## src/rtl/an3_serial_encoder.sv

```systemverilog
// an3_serial_encoder: bit-serial AN-code (A=3) transmitter.
// A captured word N is multiplied by 3 LSB-first as N + 2N using a one-bit
// carry, then the codeword is streamed MSB-first with start/end flags.
// Every emitted frame is divisible by 3.
module an3_serial_encoder #(
    parameter int W  = 8,
    parameter int CW = W + 2
) (
    input  logic          clk,
    input  logic          rst,
    input  logic [W-1:0]  in_data,
    input  logic          in_valid,
    output logic          in_ready,
    output logic          ser_out,
    output logic          ser_valid,
    input  logic          ser_ready,
    output logic          ser_first,
    output logic          ser_last,
    output logic          busy,
    output logic [CW-1:0] code_out
);

    localparam int            KW     = $clog2(CW);
    localparam logic [KW-1:0] K_LAST = KW'(CW - 1);

    typedef enum logic [1:0] {S_IDLE, S_MUL, S_SHIFT} state_t;

    state_t        r_state;
    state_t        w_state_next;

    logic [W-1:0]  r_n;      // captured data word
    logic [KW-1:0] r_k;      // multiply bit index, LSB first
    logic [KW-1:0] r_j;      // serial bit index, MSB first
    logic          r_carry;  // two-state carry of the add-with-carry
    logic [CW-2:0] r_c;      // product bits collected so far, shifted in at the top
    logic [CW-1:0] r_sh;     // output shift register, MSB is the current bit
    logic [CW-1:0] r_code;   // parallel copy of the last finished codeword

    logic [CW-1:0] w_n_ext;  // N zero-extended: position k holds N[k]
    logic [CW-1:0] w_n_dly;  // 2N: position k holds N[k-1], N[-1] = 0
    logic [1:0]    w_sum;    // N[k] + N[k-1] + carry, never exceeds 3

    assign w_n_ext = CW'(r_n);
    assign w_n_dly = CW'({r_n, 1'b0});
    assign w_sum   = {1'b0, w_n_ext[r_k]} + {1'b0, w_n_dly[r_k]} + {1'b0, r_carry};

    // State register; reset wins over any handshake in the same cycle.
    always_ff @(posedge clk) begin
        if (rst) begin
            r_state <= S_IDLE;
        end else begin
            r_state <= w_state_next;
        end
    end

    // Next-state decode: accept in IDLE, CW multiply steps, CW accepted beats.
    always_comb begin
        w_state_next = r_state;
        case (r_state)
            S_IDLE:  if (in_valid)                  w_state_next = S_MUL;
            S_MUL:   if (r_k == K_LAST)             w_state_next = S_SHIFT;
            S_SHIFT: if (ser_ready && r_j == '0)    w_state_next = S_IDLE;
            default:                                w_state_next = S_IDLE;
        endcase
    end

    // Output decode; flags are only meaningful while a bit is offered.
    always_comb begin
        in_ready  = (r_state == S_IDLE);
        busy      = (r_state != S_IDLE);
        ser_valid = (r_state == S_SHIFT);
        ser_out   = ser_valid & r_sh[CW-1];
        ser_first = ser_valid & (r_j == K_LAST);
        ser_last  = ser_valid & (r_j == '0);
        code_out  = r_code;
    end

    // Datapath: capture, bit-serial multiply by 3, then MSB-first shift-out.
    always_ff @(posedge clk) begin
        if (rst) begin
            r_n     <= '0;
            r_k     <= '0;
            r_j     <= '0;
            r_carry <= 1'b0;
            r_c     <= '0;
            r_sh    <= '0;
            r_code  <= '0;
        end else begin
            case (r_state)
                S_IDLE: begin
                    if (in_valid) begin
                        r_n     <= in_data;
                        r_k     <= '0;
                        r_carry <= 1'b0;
                    end
                end
                S_MUL: begin
                    r_carry <= w_sum[1];
                    r_k     <= r_k + 1'b1;
                    r_c     <= {w_sum[0], r_c[CW-2:1]};
                    if (r_k == K_LAST) begin
                        // r_c already holds C[CW-2:0]; this step supplies C[CW-1].
                        r_sh   <= {w_sum[0], r_c};
                        r_code <= {w_sum[0], r_c};
                        r_j    <= K_LAST;
                    end
                end
                S_SHIFT: begin
                    if (ser_ready) begin
                        r_sh <= {r_sh[CW-2:0], 1'b0};
                        r_j  <= r_j - 1'b1;
                    end
                end
                default: ;
            endcase
        end
    end

    // 3*N fits in CW bits, so the carry out of the top position is always 0.
    always_ff @(posedge clk) begin
        if (!rst && r_state == S_MUL && r_k == K_LAST) begin
            assert (w_sum[1] == 1'b0);
        end
    end

endmodule

```

## config.mk

```make
export PLATFORM = sky130hd
export DESIGN_NAME = an3_serial_encoder
export DESIGN_NICKNAME = d
export VERILOG_FILES = /design/src/rtl/an3_serial_encoder.sv
export SDC_FILE = /design/constraint.sdc
export NUM_CORES = 1
export LEC_CHECK = 0
export BUFFER_PORTS_ARGS = -buffer_cell sky130_fd_sc_hd__buf_2
export CELL_PAD_IN_SITES_DETAIL_PLACEMENT = 2
export CELL_PAD_IN_SITES_GLOBAL_PLACEMENT = 2
export CORE_ASPECT_RATIO = 0.5
export CORE_MARGIN = 2
export CORE_UTILIZATION = 38
export CTS_CLUSTER_DIAMETER = 30
export CTS_CLUSTER_SIZE = 40
export DETAILED_ROUTE_END_ITERATION = 10
export GPL_TIMING_DRIVEN = 0
export PLACE_DENSITY_LB_ADDON = 0.25
export SLEW_MARGIN = 20
export SYNTH_ARGS = -nofsm -noshare
export SYNTH_HDL_FRONTEND = slang
export SYNTH_SLANG_ARGS = --single-unit
```

## constraint.sdc

```tcl
create_clock -name clk -period 5.99 [get_ports clk]
set_clock_uncertainty 0.2 [all_clocks]
set_input_delay 0.599 -clock clk [delete_from_list [all_inputs] [get_ports clk]]
set_output_delay 0.599 -clock clk [all_outputs]
set_load 0.01 [all_outputs]
```

==> results.yml, run 1 <==
finish:
  num_antenna_cells: 0
  drive_gt1_share_pct: 22.7
  final_util_pct: 47.3
  areaGrowthSynthToFinish_pct: 16.3
  final_nets: 307
power:
  vdd_drop_max_mv: 0.108
  leakagePower_uw: 0.000974
  p_per_area_nw_per_um2: 252
global_routing:
  grt_pass1_wl_mm: 12.2
  gr-total-overflow: 0
  grt_pass1_vias: 2205
  antenna_found_initial: 0
  grt_max_degree: 14
  grt.total_usage_pct: 24.2
timing:
  rsz0062_at_grt: "no"
  fin_crit_sh_pct: 43.4
  setup_viol: 0
  drv_slew: 0
  worst_pin_slew_ps: 796
  finalHoldViolCount: 0
  hold-worst-slack_ps: 272
  finalCriticalPeriod_ps: 2600
  max_freq_mhz: 385
  finalSetupTns_ps: 0
  timing.slew.headroom_pct: 46.9
cts:
  cts_setup_buffers: 0
  cts_resized: 0
  clock_latency_ps: 290
  cts_max_level: 2
  postCtsHoldBufs: 0
  cts_tree: "built"
  cts_sinks: 48
  cts_buffers: 5
  clkSlewWorstSetupHoldPaths_ps: 60
  clockRootBuffer: "clkbuf_16"
  cts_max_path_buffers: 2
die:
  die_w_um: 114
  core_um2: 5630
  rows: 19
  io_pins: 28
  start_util_pct: 40.6
  die_y_um: 58.9
  die_area_um2: 6700
hold_path:
  hold_class: "flip-flop to flip-flop"
  worstHoldStart: "r_n[5]"
synthesis:
  ys_seq_area_share_pct: 42.0
  synth_top_area_share_pct: 42.0
  ys.flop_type: "dfxtp_1"
  ys_types: 48
  synth.avg_cell_area_um2: 8.94
  synthCells: 256
  synthArstFlopShare_pct: 0
  yosysWarnings: 0
  synth_area_leaders: "dfxtp_1 (42%), a21oi_1 (7.2%), nand2_1 (6.9%)"
  synth_edf_count: 0
  syn-cell-area_um2: 2290
  synth_seq_cells: 48
  syn_nets: 273
  yosysTopAreaCell: "dfxtp_1"
  yosysMostFrequentCell: "dfxtp_1"
  synthTopCellsByCount: "dfxtp_1 (48), nand2_1 (42), a21oi_1 (33)"
critical_path:
  crit_start: "r_k[0]"
  criticalPathCategory: "flip-flop to flip-flop"
  slowest_stage: "fa_1"
  worstPathCellList: "buf_2, mux4_2, nand2_1, a21oi_1, fa_1, mux2i_1, a211oi_2"
  critical-path-max-stage-delay_ps: 620
  setup.worst_path.end_class: "flip-flop"
  rr_startpoint: "r_k[0]"
  startpoint_type: "flip-flop"
  critPathTopFamily: "multiplexers"
  cp.arrival_ps: 2610
  path_max_fanout: 10
  crit_buf_inv: 1
  r2r_slack_ps: 3390
  crit_required_ps: 6000
drt:
  drc: 0
  dr.pass1.iters: 4
  vias_per_cell: 5.60
  via_count: 2037
  wl_mm: 7.58
  final_antenna_net_count: 0
  wl_per_cell_um: 20.8
  drtIter0Drc: 78
placed_design:
  port_buffers: 27
  place.gp.congestion: 0.750
  hpwl_mm: 5.29
outcome:
  status: "complete, no violations"
run:
  maxCapViolations: 0
final timing paths:
| check | cells after the start | end |
|---|---|---|
| max | 7 | r_sh[9] |
| max reg2reg | 7 | r_sh[9] |
| min reg2reg | 2 | r_n[5] |
| min | 2 | r_n[5] |
metal layers:
metal	vias to the layer above	track usage [%]	routed length, um
met1	1017	30.1	3430
met5	-	0	0
met2	36	44.0	3750
met3	11	5.25	294
met4	0	5.40	103
li1	973	-	-
cell type report:
type / count / area (um^2)
Tap cell: 73 / 91.3
Fill cell: 640 / 2970
Multi-Input combinational cell: 180 / 1190
Timing Repair Buffer: 27 / 135
Clock buffer: 8 / 146
Sequential cell: 48 / 961
Inverter: 4 / 15.0
Buffer: 24 / 121
power by group:
group	leakage [uW]	switching, uW	internal [uW]
combinational	0.000515	36.3	18.2
clock	0.0000712	121	167
sequential	0.000388	4.85	324
cells by family (layout without fill, tap and decap cells):
kind of cell | after synthesis | in the layout | synth area share (%)
buffers and inverters | 28 | 63 | 5.96
muxes | 15 | 15 | 7.81
xor gates and xnor gates | 2 | 2 | 0.765
AOI/OAI and AO/OA | 75 | 75 | 21.5
DFF | 48 | 48 | 42.0
and+or+nand+nor | 83 | 83 | 18.9
adders and majority gates | 5 | 5 | 3.06
placed cells by master (no fill, tap or decap), types with 3 or more instances in the layout:
cell type	n
dfxtp_1	48
nand2_1	42
buf_2	40
a21oi_1	33
a211oi_1	13
nand3_1	13
mux2i_1	10
clkbuf_1	9
o21ai_1	9
a211oi_2	7
clkbuf_16	5
inv_1	4
nand2b_1	4
nor2_1	4
ha_1	4
mux2_2	3
worst register-to-register path, cell delays in order (launching register included):
cell,delay (ps)
dfxtp_1,390
buf_2,280
mux4_2,530
nand2_1,80
a21oi_1,100
fa_1,620
mux2i_1,120
a211oi_2,210
sequential cells by signal, summed over array words and instances, names as in the netlist:
name / flops
code_out: 10
r_sh: 10
r_c: 9
r_n: 8
r_j: 4
r_k: 4
r_state: 2
r_carry: 1
metrics by stage:
stage                     cell area, um^2  power (uW)  setup WS [ps]  cells
after global placement               2520         385           3470    356
after global routing                 2660         697           3240    364
after floorplan                      2290         368           3710    256
after CTS                            2660         674           3370    364
final                                2660         671           3390    364
after detailed placement             2520         390           3410    356
Note: power is estimated with default switching activity, not from simulation.
==> run 2: changes to the inputs <==
ABC_AREA = 1   (was unset)
CORE_UTILIZATION = 32   (was 38)
clock period = 2.4 ns   (was 5.99 ns; I/O delays follow)
==> run 2 against run 1 <==
Net effect: setup slack got worse by 3200 ps; synthesized cell count is 24% higher; total power increased to 2.8 times the previous value; first-iteration DRC count shrank 10%; cell area shrank 1.8%; die area up 13%; clock power grew to 2.5 times the previous value; combinational power rose to 4.7 times the previous value; global-route usage is 3.9 points lower; worst hold slack worse by 250 ps; maximum frequency grew 17%; critical endpoint unchanged; largest power group unchanged.
==> results.yml, run 2 <==
outcome:
  status: "complete, no violations"
cts:
  cts_buffers: 5
  cts_max_path_buffers: 2
  clock_latency_ps: 300
  cts_setup_buffers: 0
  cts_tree: "built"
  cts_sinks: 48
  cts_max_level: 2
  clockRootBuffer: "clkbuf_16"
  clkSlewWorstSetupHoldPaths_ps: 70
synthesis:
  ys.flop_type: "dfxtp_1"
  synth.avg_cell_area_um2: 6.94
  synthCells: 317
  synth_seq_cells: 48
  synthTopCellsByCount: "nand2_1 (79), dfxtp_1 (48), nor2_1 (42), a21oi_1 (35), o21ai_0 (31)"
  synth_edf_count: 0
  synth_top_area_share_pct: 43.7
  yosysWarnings: 0
  ys_types: 22
  yosysTopAreaCell: "dfxtp_1"
  yosysMostFrequentCell: "nand2_1"
  ys_seq_area_share_pct: 43.7
  syn_nets: 334
  synth_area_leaders: "dfxtp_1 (44%), nand2_1 (13%), a21oi_1 (8.0%)"
  synthArstFlopShare_pct: 0
  syn-cell-area_um2: 2200
critical_path:
  rr_startpoint: "r_k[0]"
  crit_path_end: "r_sh[9]"
  timing.rr.end: "r_sh[9]"
  setup.worst_path.end_class: "flip-flop"
  r2r_slack_ps: 170
  cp.arrival_ps: 2260
  criticalPathCategory: "flip-flop to flip-flop"
  path_max_fanout: 10
  worst_r2r_path_depth: 10
  startpoint_type: "flip-flop"
  crit_start: "r_k[0]"
  crit_required_ps: 2440
die:
  die_area_um2: 7590
  core_um2: 6670
  die_w_um: 121
  rows: 21
  io_pins: 28
  die_y_um: 62.6
  start_util_pct: 33.0
finish:
  final_common_cell: "nand2_1"
  multiInputGateArea_um2: 1030
  drive_gt1_share_pct: 17.0
  register_area_um2: 965
  num_antenna_cells: 0
  num-fill-cells: 816
  final_util_pct: 39.2
  final_nets: 368
  areaGrowthSynthToFinish_pct: 18.9
  layout_common_cells: "nand2_1 (79), dfxtp_1 (47), nor2_1 (41)"
global_routing:
  gr-total-overflow: 0
  grt_pass1_wl_mm: 11.9
  grt_max_degree: 17
  grt.total_usage_pct: 20.3
  grt_pass1_vias: 2376
  antenna_found_initial: 0
timing:
  drv_slew: 0
  max_freq_mhz: 449
  rsz0062_at_grt: "no"
  worst_pin_slew_ps: 599
  timing.slew.headroom_pct: 60.1
  fin_crit_sh_pct: 92.7
  finalHoldViolCount: 0
  fin_ws_ps: 174
  finalCriticalPeriod_ps: 2230
  setup_viol: 0
drt:
  drtIter0Drc: 70
  wl_per_cell_um: 15.6
  vias_per_cell: 4.89
  final_antenna_net_count: 0
  drc: 0
  wl_mm: 6.94
  via_count: 2173
  dr.pass1.iters: 6
placed_design:
  preCtsSetupSlack_ps: -1.80
  port_buffers: 26
  hpwl_mm: 5.17
  place.gp.congestion: 0.751
power:
  leakagePower_uw: 0.00117
  p_per_area_nw_per_um2: 709
  finalPower_uw: 1860
  vdd_drop_max_mv: 0.287
hold_path:
  hold_class: "input pin to flip-flop"
run:
  maxCapViolations: 0
[run 2: cell types whose count changed in the layout (fill, tap and decap cells not counted), moves of 9 or more]
cell,delta
a211oi_1,-12
inv_1,+21
mux2i_1,-10
nand2_1,+37
nor2_1,+37
o21ai_0,+29
o21ai_1,-9
[run 2: per-layer routing]
metal / global-route usage, % / vias up / routed length, um
met4: 6.75 / 0 / 110
met3: 3.83 / 12 / 155
met5: 0 / - / 0
li1: - / 1075 / -
met2: 35.1 / 21 / 3360
met1: 25.4 / 1065 / 3320
[run 2: worst max-delay path: stages (launching register included)]
cell and delay [ps]:
dfxtp_4 380, clkbuf_4 190, o211ai_1 190, nand2_1 90, nor2_1 120, nor2_2 60
fa_2 600, nand2_1 80, nand2_1 80, o21ai_0 80, nor2_1 100
[run 2: stage by stage]
step | instances | TNS (ps) | cell area [um^2] | hold WS, ps
floorplan | 317 | 0 | 2200 | 175
global placement | 435 | 0 | 2440 | 247
detailed placement | 435 | -1.80 | 2440 | 256
CTS | 444 | 0 | 2610 | 26.6
global route | 444 | 0 | 2620 | 44.0
finish | 444 | 0 | 2620 | 23.5
[run 2: area by class of cell]
cell class              instances  share of cell area, %
well taps                      92                   4.40
plain buffers                  17                   4.02
inverters                      29                   4.16
clock inverters                 3                  0.909
flip-flops and latches         48                   36.9
multi-input cells             223                   39.5
repair buffers                 27                   5.36
clock buffers                   5                   4.78
[run 2: worst min path at each step]
stage                        endpoint  slack (ps)  cells past startpoint   startpoint
after floorplan                r_n[0]         170                      2   in_data[0]
after global placement    code_out[9]         250                      2  code_out[9]
after detailed placement  code_out[6]         260                      2  code_out[6]
after CTS                      r_n[4]          30                      3   in_data[4]
after global routing           r_n[7]          40                      3   in_data[7]
final                          r_n[4]          20                      3   in_data[4]
[run 2: timing repair]
| action | CTS | global route |
|---|---|---|
| hold buffers | 1 | 0 |
| endpoints found under the hold margin | 1 | 0 |
| endpoints found under the setup margin | 1 | 1 |
| resized for setup | 1 | 5 |
[run 2: cells by family after synthesis]
kind of cell | share of synthesized area [%]
AND/OR/NAND/NOR | 27.8
buffers and inverters | 9.61
adder cells (fa/ha/maj) | 3.19
flip-flops | 43.7
AO/OA/AOI/OAI | 15.7
[run 2: report_power, final]
part	total (uW)	internal, uW	switching (uW)
Clock	722	388	334
Combinational	255	89.1	166
Sequential	878	843	35.0
